File: config.mk
export PLATFORM = sky130hd
export DESIGN_NAME = lvds_phy_align_ctrl
export DESIGN_NICKNAME = d
export VERILOG_FILES = /design/src/rtl/lvds_phy_align_pkg.sv /design/src/rtl/lvds_phy_align_ctrl.sv
export SDC_FILE = /design/constraint.sdc
export NUM_CORES = 1
export LEC_CHECK = 0
export CORE_MARGIN = 2
export CORE_UTILIZATION = 45
export CTS_BUF_LIST = sky130_fd_sc_hd__clkbuf_8
export DETAILED_ROUTE_END_ITERATION = 7
export GPL_TIMING_DRIVEN = 1
export HOLD_SLACK_MARGIN = 0.03
export SKIP_LAST_GASP = 1
export SYNTH_ARGS = -nofsm -noshare
export SYNTH_HDL_FRONTEND = slang
export SYNTH_SLANG_ARGS = --single-unit
File: constraint.sdc
create_clock -name clk -period 2.5 [get_ports clk]
set_input_delay 0.5 -clock clk [delete_from_list [all_inputs] [get_ports clk]]
set_output_delay 0.5 -clock clk [all_outputs]
set_load 0.02 [all_outputs]
File: src/rtl/lvds_phy_align_pkg.sv
// ============================================================================
// lvds_phy_align_pkg : shared types and constants for the LVDS word aligner
// Revision: 1.0
// ============================================================================
`default_nettype none

package lvds_phy_align_pkg;

    typedef enum logic [2:0] {
        ST_IDLE   = 3'd0,
        ST_SEARCH = 3'd1,
        ST_SLIP   = 3'd2,
        ST_SETTLE = 3'd3,
        ST_CHECK  = 3'd4,
        ST_LOCKED = 3'd5,
        ST_FAIL   = 3'd6
    } align_state_t;

    localparam int DEF_WINDOW       = 16;
    localparam int DEF_SLIP_SETTLE  = 4;
    localparam int DEF_LOCK_COUNT   = 4;
    localparam int DEF_UNLOCK_COUNT = 8;
    localparam int DEF_MAX_SLIPS    = 20;

    // K28.5 in both running disparities (abcdei_fghj bit order)
    localparam logic [9:0] K28_5_P = 10'b0011111010;
    localparam logic [9:0] K28_5_N = 10'b1100000101;

endpackage

`default_nettype wire

File: src/rtl/lvds_phy_align_ctrl.sv
// ============================================================================
// lvds_phy_align_ctrl : bitslip-driven K28.5 word-alignment controller
// Revision: 1.0
// ============================================================================
`default_nettype none

module lvds_phy_align_ctrl
    import lvds_phy_align_pkg::*;
#(
    parameter  int WINDOW       = DEF_WINDOW,
    parameter  int SLIP_SETTLE  = DEF_SLIP_SETTLE,
    parameter  int LOCK_COUNT   = DEF_LOCK_COUNT,
    parameter  int UNLOCK_COUNT = DEF_UNLOCK_COUNT,
    parameter  int MAX_SLIPS    = DEF_MAX_SLIPS,
    localparam int SLIP_W       = $clog2(MAX_SLIPS + 1)
) (
    input  logic              clk,
    input  logic              reset,
    input  logic              enable,
    input  logic              rx_valid,
    input  logic              rx_comma,
    input  logic              rx_err,
    output logic              bitslip,
    output logic              aligned,
    output logic              align_fail,
    output logic              lock_lost,
    output logic [SLIP_W-1:0] slip_cnt,
    output logic [2:0]        state
);

    localparam int WIN_W  = $clog2(WINDOW + 1);
    localparam int SET_W  = $clog2(SLIP_SETTLE + 1);
    localparam int GOOD_W = $clog2(LOCK_COUNT + 1);
    localparam int ERR_W  = $clog2(UNLOCK_COUNT + 1);

    localparam logic [WIN_W-1:0]  WIN_MAX  = WIN_W'(WINDOW);
    localparam logic [SET_W-1:0]  SET_LAST = SET_W'(SLIP_SETTLE - 1);
    localparam logic [GOOD_W-1:0] GOOD_MAX = GOOD_W'(LOCK_COUNT);
    localparam logic [ERR_W-1:0]  ERR_MAX  = ERR_W'(UNLOCK_COUNT);
    localparam logic [SLIP_W-1:0] SLIP_MAX = SLIP_W'(MAX_SLIPS);

    align_state_t      state_q, state_d;
    logic [WIN_W-1:0]  win_q, win_d, win_inc;
    logic [SET_W-1:0]  set_q, set_d;
    logic [GOOD_W-1:0] good_q, good_d, good_inc;
    logic [ERR_W-1:0]  err_q, err_d, err_inc;
    logic [SLIP_W-1:0] slip_q, slip_d, slip_inc;
    logic              bitslip_q, aligned_q, fail_q, lost_q, lost_d;

    // Saturating increments: counters hold at their terminal value
    assign win_inc  = (win_q  == WIN_MAX)  ? win_q  : win_q  + WIN_W'(1);
    assign good_inc = (good_q == GOOD_MAX) ? good_q : good_q + GOOD_W'(1);
    assign err_inc  = (err_q  == ERR_MAX)  ? err_q  : err_q  + ERR_W'(1);
    assign slip_inc = (slip_q == SLIP_MAX) ? slip_q : slip_q + SLIP_W'(1);

    always_comb begin
        state_d = state_q;
        win_d   = win_q;
        set_d   = set_q;
        good_d  = good_q;
        err_d   = err_q;
        slip_d  = slip_q;
        lost_d  = 1'b0;
        if (!enable) begin
            state_d = ST_IDLE;
            win_d   = '0;
            set_d   = '0;
            good_d  = '0;
            err_d   = '0;
            slip_d  = '0;
        end else begin
            case (state_q)
                ST_IDLE: begin
                    state_d = ST_SEARCH;
                    win_d   = '0;
                    good_d  = '0;
                    err_d   = '0;
                    slip_d  = '0;
                end
                ST_SEARCH: begin
                    if (rx_valid) begin
                        if (rx_comma && !rx_err) begin
                            state_d = ST_CHECK;
                            good_d  = GOOD_W'(1);
                            win_d   = '0;
                        end else if (win_inc == WIN_MAX) begin
                            state_d = ST_SLIP;
                            win_d   = '0;
                        end else begin
                            win_d   = win_inc;
                        end
                    end
                end
                ST_SLIP: begin
                    slip_d  = slip_inc;
                    set_d   = '0;
                    state_d = (slip_inc == SLIP_MAX) ? ST_FAIL : ST_SETTLE;
                end
                ST_SETTLE: begin
                    // rx_* deliberately ignored while the PHY boundary moves
                    if (set_q == SET_LAST) begin
                        state_d = ST_SEARCH;
                        win_d   = '0;
                    end else begin
                        set_d   = set_q + SET_W'(1);
                    end
                end
                ST_CHECK: begin
                    if (rx_valid) begin
                        if (rx_err) begin
                            state_d = ST_SLIP;
                            win_d   = '0;
                            good_d  = '0;
                        end else if (rx_comma) begin
                            win_d  = '0;
                            good_d = good_inc;
                            if (good_inc == GOOD_MAX) begin
                                state_d = ST_LOCKED;
                                err_d   = '0;
                            end
                        end else if (win_inc == WIN_MAX) begin
                            state_d = ST_SLIP;
                            win_d   = '0;
                            good_d  = '0;
                        end else begin
                            win_d   = win_inc;
                        end
                    end
                end
                ST_LOCKED: begin
                    if (rx_valid) begin
                        if (!rx_err) begin
                            err_d = '0;
                        end else if (err_inc == ERR_MAX) begin
                            state_d = ST_SEARCH;
                            lost_d  = 1'b1;
                            slip_d  = '0;
                            win_d   = '0;
                            good_d  = '0;
                            err_d   = '0;
                        end else begin
                            err_d   = err_inc;
                        end
                    end
                end
                ST_FAIL: state_d = ST_FAIL;
                default: state_d = ST_IDLE;
            endcase
        end
    end

    // Flags are decoded from the next state so they align with the state register
    always_ff @(posedge clk or posedge reset) begin
        if (reset) begin
            state_q   <= ST_IDLE;
            win_q     <= '0;
            set_q     <= '0;
            good_q    <= '0;
            err_q     <= '0;
            slip_q    <= '0;
            bitslip_q <= 1'b0;
            aligned_q <= 1'b0;
            fail_q    <= 1'b0;
            lost_q    <= 1'b0;
        end else begin
            state_q   <= state_d;
            win_q     <= win_d;
            set_q     <= set_d;
            good_q    <= good_d;
            err_q     <= err_d;
            slip_q    <= slip_d;
            bitslip_q <= (state_d == ST_SLIP);
            aligned_q <= (state_d == ST_LOCKED);
            fail_q    <= (state_d == ST_FAIL);
            lost_q    <= lost_d;
        end
    end

    assign bitslip    = bitslip_q;
    assign aligned    = aligned_q;
    assign align_fail = fail_q;
    assign lock_lost  = lost_q;
    assign slip_cnt   = slip_q;
    assign state      = state_q;

endmodule

`default_nettype wire
==> impl_summary.md, run 1 <==
Timing
The number of hold violations in the final report was 0. Setup repair after global routing could not meet its margin everywhere. Across the routed clock network, the largest skew measured is ~2.6 ps.

The headroom to the max-slew limit is a little over three fifths. The minimum period implied by the final worst setup slack is between 2000 and 2500 ps. The final setup slack of the worst path is around 96 ps. The number of slew-limit violations in the final report came to 0. In the final timing run, aggregate negative setup slack is 0 ps. The transition time at the pin with the least slew margin is roughly 560 ps. The share of the clock period used by the worst path is a little over nine tenths. The number of endpoints failing setup at the final stage is 0. Final hold analysis gives a worst-case slack of 532 ps. Derived from the worst setup path, the maximum achievable clock frequency is 0.416 GHz.

Logic synthesis
Sorting the synthesized cells by how often they occur yields sky130_fd_sc_hd__dfrtp_1, sky130_fd_sc_hd__nand2_1, sky130_fd_sc_hd__inv_1. The portion of the post-synthesis area used by sequential elements is approximately 34%. sky130_fd_sc_hd__dfrtp_1 takes more of the synthesized area than any other cell.

A synthesized cell averages around 8.5 um^2. The proportion of netlist area held by the largest area contributor is between 30 and 40%. The cell count after synthesis came out at approximately 230. The count of flip-flops with a built-in enable after synthesis is 0. By instance count, the leading cell after synthesis is sky130_fd_sc_hd__dfrtp_1. The post-synthesis async set-or-reset flop share is between 90% and 100%. After synthesis, the cell types taking the most area are sky130_fd_sc_hd__dfrtp_1, sky130_fd_sc_hd__ha_1, sky130_fd_sc_hd__nand2_1. The leading register cell type out of synthesis is sky130_fd_sc_hd__dfrtp_1. The Yosys step of the flow raised 0 warnings. The post-synthesis net count is roughly 250.

The count of different cell masters after synthesis is 56. After synthesis the cells add up to 0.00199 mm^2. The post-synthesis register bit count is 27.

Routing
The total number of vias is approximately 1800. After detailed routing, the number of vias per cell comes to approximately 5.9. In the routed design, unresolved DRC markers number 0. The first-pass iteration count of the detailed router is 4. Wires add up to 4510 um. In the final routed layout, each cell accounts on average for approximately 15 um. The number of DRC markers in iteration 0 is approximately 130. The detail route stage leaves a number of antenna-violating nets equal to 0.

Global routing
The total overflow left after global routing is 0. For met3 alone, demand over resource in global routing was 2.31%. met2 is the most crowded layer. The global-route track usage on met1 is approximately a quarter. Global routing used between 30% and 40% of the available met2 tracks. The number of global-route vias before repair is 1671. The all-layer global routing usage is between 10% and 20%. The wire length of the first global-routing pass is 7780 um. The pin count of the biggest net entering global routing is 28.

The number of antenna violations at the first check in global routing was 0.

Layout
The area of all placed cells without fillers is around 0.0023 mm^2. The number of nets in the finished design is between 200 and 300. The count of placed standard cells in the final layout, fillers left out is 310. The total inserted antenna cells is 0.

Across the whole layout, storage elements account for about 680 um^2. After filler insertion, the fill cell instance count of the layout stands at just over 400. Cells with a size suffix above 1 make up 12.8% of the layout. From synthesis to final layout, the design area changed by 17.7%. In the final layout, the multi-input gates occupy around 0.0012 mm^2. The end-of-flow core utilization is a little over half.

Placement
The routability congestion estimate from global placement is about 0.87. In this run, placement finished with an instance count of slightly above 300. The placement-stage cell area is roughly 0.0023 mm^2. The final HPWL from detailed placement is between 3000 and 4000 um. The number of input and output port buffers inserted is 17. OpenSTA, run right after detailed placement, puts the worst setup slack at 47.2 ps.

Critical path
Counting both buffers and inverters, the worst setup path holds a total of 1. The worst setup path is captured at a flop. The highest net fanout along the worst path is 5.

The category of cells accounting for the largest share of critical-path delay is simple AND/OR/NAND/NOR gates. The data required time at the worst endpoint is roughly 2700 ps. The critical setup path kind is flop to flop. Data arrives at the worst endpoint at 2580 ps. The startpoint class of the critical path is a flop. The signal on the critical path passes through inv_1 -> ha_1 -> a211o_1 -> a221oi_4 -> nand4_1 -> nor3b_1 -> or3_1 -> and4b_1.

Among all stages on the critical path, the largest delay is contributed by sky130_fd_sc_hd__dfrtp_1. The largest incremental delay on the critical path is between 400 and 500 ps.

Floorplan
The initial utilization of the core area, before any placement, comes to 46.3%. The chip width is between 70 and 80 um. 18 I/O pins were placed. The placeable core region is around 0.0043 mm^2. The die covers 0.00497 mm^2. The die is about 70 um tall. After floorplanning, the core was divided into 24 placement rows.

Clocking
In this run the number of H-tree levels came out at 1. The root buffer cell chosen for the clock tree is sky130_fd_sc_hd__clkbuf_8. Counting the buffers created by CTS gives 3. The insertion delay of the later-clocked pin in the worst-skew pair is 280 ps. In this run, post-CTS hold repair placed 0 buffers. The CTS tree is done.

No sink is reached through more buffers than the 2 on the longest clock path. The number of clock sinks is 27. The clock-pin slew reported for the worst setup and hold paths after clock tree synthesis is around 90 ps.

Run
The tool flagged a number of max-cap violations equal to 0.

Pwr
The ratio of total power to cell area is ~380 mW/mm^2. The design draws around 900 uW. The leakage component of the power is 0.975 nW. The worst-case IR drop observed on VDD is 0.000168 V.

Min path
The worst hold path belongs to the class flop to flop.

Status
The run finished with clean final reports.
## layout by cell type, fill, tap and decap left out, types with 3 or more instances in the layout
cell,n
sky130_fd_sc_hd__dfrtp_1,26
sky130_fd_sc_hd__nand2_1,23
sky130_fd_sc_hd__inv_1,21
sky130_fd_sc_hd__o21ai_0,17
sky130_fd_sc_hd__clkdlybuf4s50_1,17
sky130_fd_sc_hd__nor2_1,12
sky130_fd_sc_hd__buf_4,12
sky130_fd_sc_hd__nand3_1,11
sky130_fd_sc_hd__ha_1,9
sky130_fd_sc_hd__nor3_1,8
sky130_fd_sc_hd__a21oi_1,8
sky130_fd_sc_hd__nor2b_1,7
sky130_fd_sc_hd__a31oi_1,6
sky130_fd_sc_hd__nand2b_1,6
sky130_fd_sc_hd__a21o_1,5
sky130_fd_sc_hd__or2_2,4
sky130_fd_sc_hd__o31ai_1,4
sky130_fd_sc_hd__nor3b_1,4
sky130_fd_sc_hd__o21a_1,3
sky130_fd_sc_hd__o22ai_1,3
sky130_fd_sc_hd__clkbuf_8,3
## metal layers
| metal | share of wire, % | vias to the layer above |
|---|---|---|
| li1 | - | 895 |
| met1 | 45 | 885 |
| met2 | 50 | 47 |
| met3 | 3.8 | 9 |
| met4 | 2.0 | 0 |
| met5 | 0 | - |
## sequential cells by signal, indices dropped and copies added, names as in the netlist
signal,count
err_q,4
align_fail,1
slip_cnt,5
lock_lost,1
good_q,3
state,3
win_q,5
aligned,1
bitslip,1
set_q,3
## final cells by class
type | instances | share of cell area (%)
clock inverters | 1 | 0.160
clock buffers | 3 | 1.76
multi-input cells | 178 | 52.1
repair buffers | 29 | 11.1
flip-flops and latches | 27 | 28.9
inverters | 20 | 3.21
well taps | 52 | 2.78
## where the power goes
group / internal (mW) / switching [mW]
Combinational: 0.0805 / 0.108
Clock: 0.110 / 0.141
Sequential: 0.447 / 0.0132
Total: 0.638 / 0.262
## cells by family after synthesis
kind of cell             Yosys count  synth area share [%]
XOR/XNOR                           4                  1.76
adder cells (fa/ha/maj)           10                  6.29
buffers and inverters             28                  5.79
AND/OR/NAND/NOR                   93                  26.9
flip-flops                        27                  34.0
AO/OA/AOI/OAI                     69                  24.3
multiplexers                       2                  1.07
## final timing paths
path	start	endpoint	slack (ps)	depth (start not counted)
hold / removal	win_q[0]$_DFFE_PP0P_	win_q[0]$_DFFE_PP0P_	530	1
hold reg to reg	win_q[0]$_DFFE_PP0P_	win_q[0]$_DFFE_PP0P_	530	1
max in group asynchronous	reset	win_q[0]$_DFFE_PP0P_	1640	3
setup reg to reg	err_q[0]$_DFFE_PP0P_	aligned$_DFF_PP0_	100	8
setup / recovery	err_q[0]$_DFFE_PP0P_	aligned$_DFF_PP0_	100	8
min in group asynchronous	reset	set_q[0]$_DFFE_PP0P_	580	3
## worst register-to-register path: cells and delay by family, from the launching register on
kind,cells,cell delay [ps]
and+or+nand+nor,4,920
adders and majority gates,1,250
DFF,1,410
buffers and inverters,1,120
AOI/OAI and AO/OA,2,600
## what timing repair did
item,4_1_cts,5_1_grt
endpoints found under the setup margin,0,7
resized for setup,0,4
setup buffers,0,1
Power figures use the tool's default switching activity.
==> run 2: changes to the inputs <==
Settings changed: CORE_UTILIZATION 45 to 40, SKIP_LAST_GASP 1 to unset.
==> impl_summary.md, run 2 (synthesis results as in run 1) <==
Critical path
The category of cells accounting for the largest share of critical-path delay was simple AND/OR/NAND/NOR gates (unchanged). The largest incremental delay on the critical path came to 440 ps (was 410 ps). The highest net fanout along the worst path came to 5 (unchanged). The standard cell with the maximum stage delay on the critical path is sky130_fd_sc_hd__dfrtp_1 (unchanged). The register-to-register setup slack is 150 ps (was 100 ps). The total buffers and inverters traversed by the critical path is 0 (was 1).

The element type at the critical path end is a flop (unchanged). The startpoint class of the critical path is a flop (unchanged). The critical setup path kind is flop to flop (unchanged). The depth of the worst register-to-register path is 7 (was 8). The reg-to-reg startpoint is win_q[1]$_DFFE_PP0P_ (was err_q[0]$_DFFE_PP0P_). The terminus of the critical flop-to-flop path is bitslip$_DFF_PP0_ (was aligned$_DFF_PP0_). The data required time at the worst endpoint is 2680 ps (was 2670 ps). The arrival time of the worst setup path is 2530 ps (was 2580 ps). Worst path cell trace: ha_1 -> nor2b_1 -> a211o_1 -> nor4_4 -> a41oi_1 -> or2_2 -> nor3_1 (was inv_1 -> ha_1 -> a211o_1 -> a221oi_4 -> nand4_1 -> nor3b_1 -> or3_1 -> and4b_1).

Placement
The placement-stage cell area is 0.00231 mm^2 (was 0.00227 mm^2). The placement-stage worst setup slack was 111 ps (was 47.2 ps). The routability congestion estimate from global placement is 0.894 (was 0.868). The final HPWL from detailed placement came to 3370 um (was 3420 um). The number of input and output port buffers inserted is 17 (unchanged).

Clocking
The number of clock sinks came to 27 (unchanged). The insertion delay of the later-clocked pin in the worst-skew pair is 270 ps (was 280 ps). The CTS tree is done (unchanged). The maximum clock insertion buffer count came to 2 (unchanged).

The clock root buffer was sky130_fd_sc_hd__clkbuf_8 (unchanged). The TritonCTS buffer count came to 3 (unchanged). The clock-pin slew reported for the worst setup and hold paths after clock tree synthesis is 90 ps (about the same).

The level count of the clock H-tree is 1 (unchanged).

Floorplan
The effective utilization at floorplan is 41.8% (was 46.3%). The number of placement rows is 25 (was 24). The total die area is 0.00555 mm^2 (was 0.00497 mm^2). The placeable core region is 0.00475 mm^2 (was 0.00429 mm^2). The die span in y was 74.5 um (was 70.5 um). The I/O pin count is 18 (unchanged). The chip width is 74.5 um (was 70.5 um).

Timing
The share of the clock period used by the worst path is 94.0% (was 96.2%). The minimum period implied by the final worst setup slack is 2350 ps (was 2400 ps). Unrepaired setup endpoints after global routing: false (was true). The number of slew-limit violations in the final report is 0 (unchanged). The number of endpoints failing setup at the final stage is 0 (unchanged). The final setup slack of the worst path came to 149 ps (was 96.1 ps). The headroom to the max-slew limit is 63.7% (was 63.0%). The accumulated negative setup slack came to 0 ps (unchanged). The number of hold violations in the final report is 0 (unchanged). The setup clock skew after layout was 1.84 ps (was 2.63 ps).

The transition time at the pin with the least slew margin is 544 ps (was 555 ps). The maximum clock frequency came to 0.425 GHz (was 0.416 GHz).

Pwr
The internal power summed over all cells was 641 uW (was 638 uW). The clock share of power is 27.7% (was 27.9%). The combinational share of power is 21.6% (was 20.9%). The sequential fraction of design power is 50.8% (was 51.1%). The net load switching power was 263 uW (was 262 uW). The switching share of total power came to 29.1% (about the same).

The worst IR drop on VDD is 0.000179 V (was 0.000168 V). The leakage component of the power was 0.991 nW (was 0.975 nW). The ratio of total power to cell area came to 381 mW/mm^2 (was 384 mW/mm^2).

Layout
The filler cell count is 456 (was 410). The proportion of layout cells with a drive suffix above 1 is 13.8% (was 12.8%). Commonest cells after routing, fill and taps aside: sky130_fd_sc_hd__dfrtp_1, sky130_fd_sc_hd__nand2_1, sky130_fd_sc_hd__inv_1, sky130_fd_sc_hd__o21ai_0, sky130_fd_sc_hd__clkdlybuf4s50_1 (unchanged). The area of all placed cells without fillers is 0.00237 mm^2 (was 0.00234 mm^2).

The number of nets in the finished design is 278 (was 275). The synthesis-to-finish area growth is 19.2% (was 17.7%). The total inserted antenna cells is 0 (unchanged). The commonest non-fill, non-tap cell in the layout is sky130_fd_sc_hd__dfrtp_1 (unchanged).

Routing
The detailed-route DRC error count is 0 (unchanged). The total number of vias is 1787 (was 1836). The number of DRC markers in iteration 0 is 63 (was 125). The number of nets still failing antenna checks after routing is 0 (unchanged). The first-pass iteration count of the detailed router is 4 (unchanged). The number of vias per cell is 5.45 (was 5.92). The detail-routed net length per standard cell came to 13.7 um (was 14.5 um). The total detailed-routing wirelength is 4510 um (about the same).

Min path
The worst hold path stage count is 2 (was 1). The hold path startpoint is good_q[1]$_DFFE_PP0P_ (was win_q[0]$_DFFE_PP0P_). The classification of the worst-slack hold path is flop to flop (unchanged).

The endpoint of the worst hold path is good_q[1]$_DFFE_PP0P_ (was win_q[0]$_DFFE_PP0P_).

Global routing
The number of global-route vias before repair was 1685 (was 1671). The aggregate global routing overflow was 0 (unchanged). The number of antenna violations at the first check in global routing is 0 (unchanged). The all-layer global routing usage is 17.6% (was 19.6%).

The wire length of the first global-routing pass is 7670 um (was 7780 um). The pin count of the biggest net entering global routing is 28 (unchanged).

Run
The number of violations of the max-capacitance limit was 0 (unchanged).

Status
Run status: finished, final reports clean (unchanged).
## run 2: changes by cell type in the layout (fill, tap and decap cells not counted), sizes merged
cell,previous run,this run
buf,12,15
## run 2: what timing repair did
action | CTS | global route
hold endpoints to repair | 0 | 0
setup buffers | 0 | 1
hold buffers | 0 | 0
endpoints found under the setup margin | 0 | 2
gates resized for setup | 0 | 3
## run 2: layer usage
layer | wire [um] | GRT usage, %
met1 | 2140 | 23.4
met2 | 2180 | 30.0
met3 | 102 | 1.22
met5 | 0 | 0
met4 | 85 | 6.75
## run 2: final cells by class
cell class / instances / area [um^2] / share of cell area, %
clock buffer: 3 / 41.3 / 1.74
clock inverter: 1 / 3.75 / 0.158
inverter: 20 / 75.1 / 3.17
multi-input combinational: 178 / 1210 / 51.0
sequential: 27 / 676 / 28.5
tap: 67 / 83.8 / 3.54
timing repair buffer: 32 / 283 / 11.9
## run 2: tightest hold or removal path, delay by kind of cell, from the launching register on
kind	cells	cell delay, ps
flops	1	380
simple gates	1	70
compound gates	1	80
## run 2: how the worst max path moves through the flow
stage	end	slack [ps]	depth (start not counted)	start
after floorplan	aligned$_DFF_PP0_	270	7	slip_cnt[0]$_DFFE_PP0P_
after global placement	good_q[2]$_DFFE_PP0P_	90	6	rx_valid
after detailed placement	good_q[2]$_DFFE_PP0P_	110	6	rx_valid
after CTS	aligned$_DFF_PP0_	150	8	err_q[0]$_DFFE_PP0P_
after global routing	aligned$_DFF_PP0_	10	8	err_q[0]$_DFFE_PP0P_
final	bitslip$_DFF_PP0_	150	7	win_q[1]$_DFFE_PP0P_
## run 2: stage by stage
step,hold slack (ps),util [%],power [mW],cells
detailed placement,541,48.6,0.660,323
CTS,563,49.5,0.916,327
finish,552,49.9,0.904,328
floorplan,496,-,0.585,233
global placement,526,48.6,0.660,323
global route,593,49.9,0.956,328
## run 2: power by group through the flow
stage	clock network [mW]	registers [mW]	logic, mW
finish	0.250	0.459	0.195
global route	0.282	0.460	0.213
floorplan	0	0.479	0.106
global placement	0	0.467	0.193
CTS	0.264	0.459	0.194
detailed placement	0	0.468	0.192
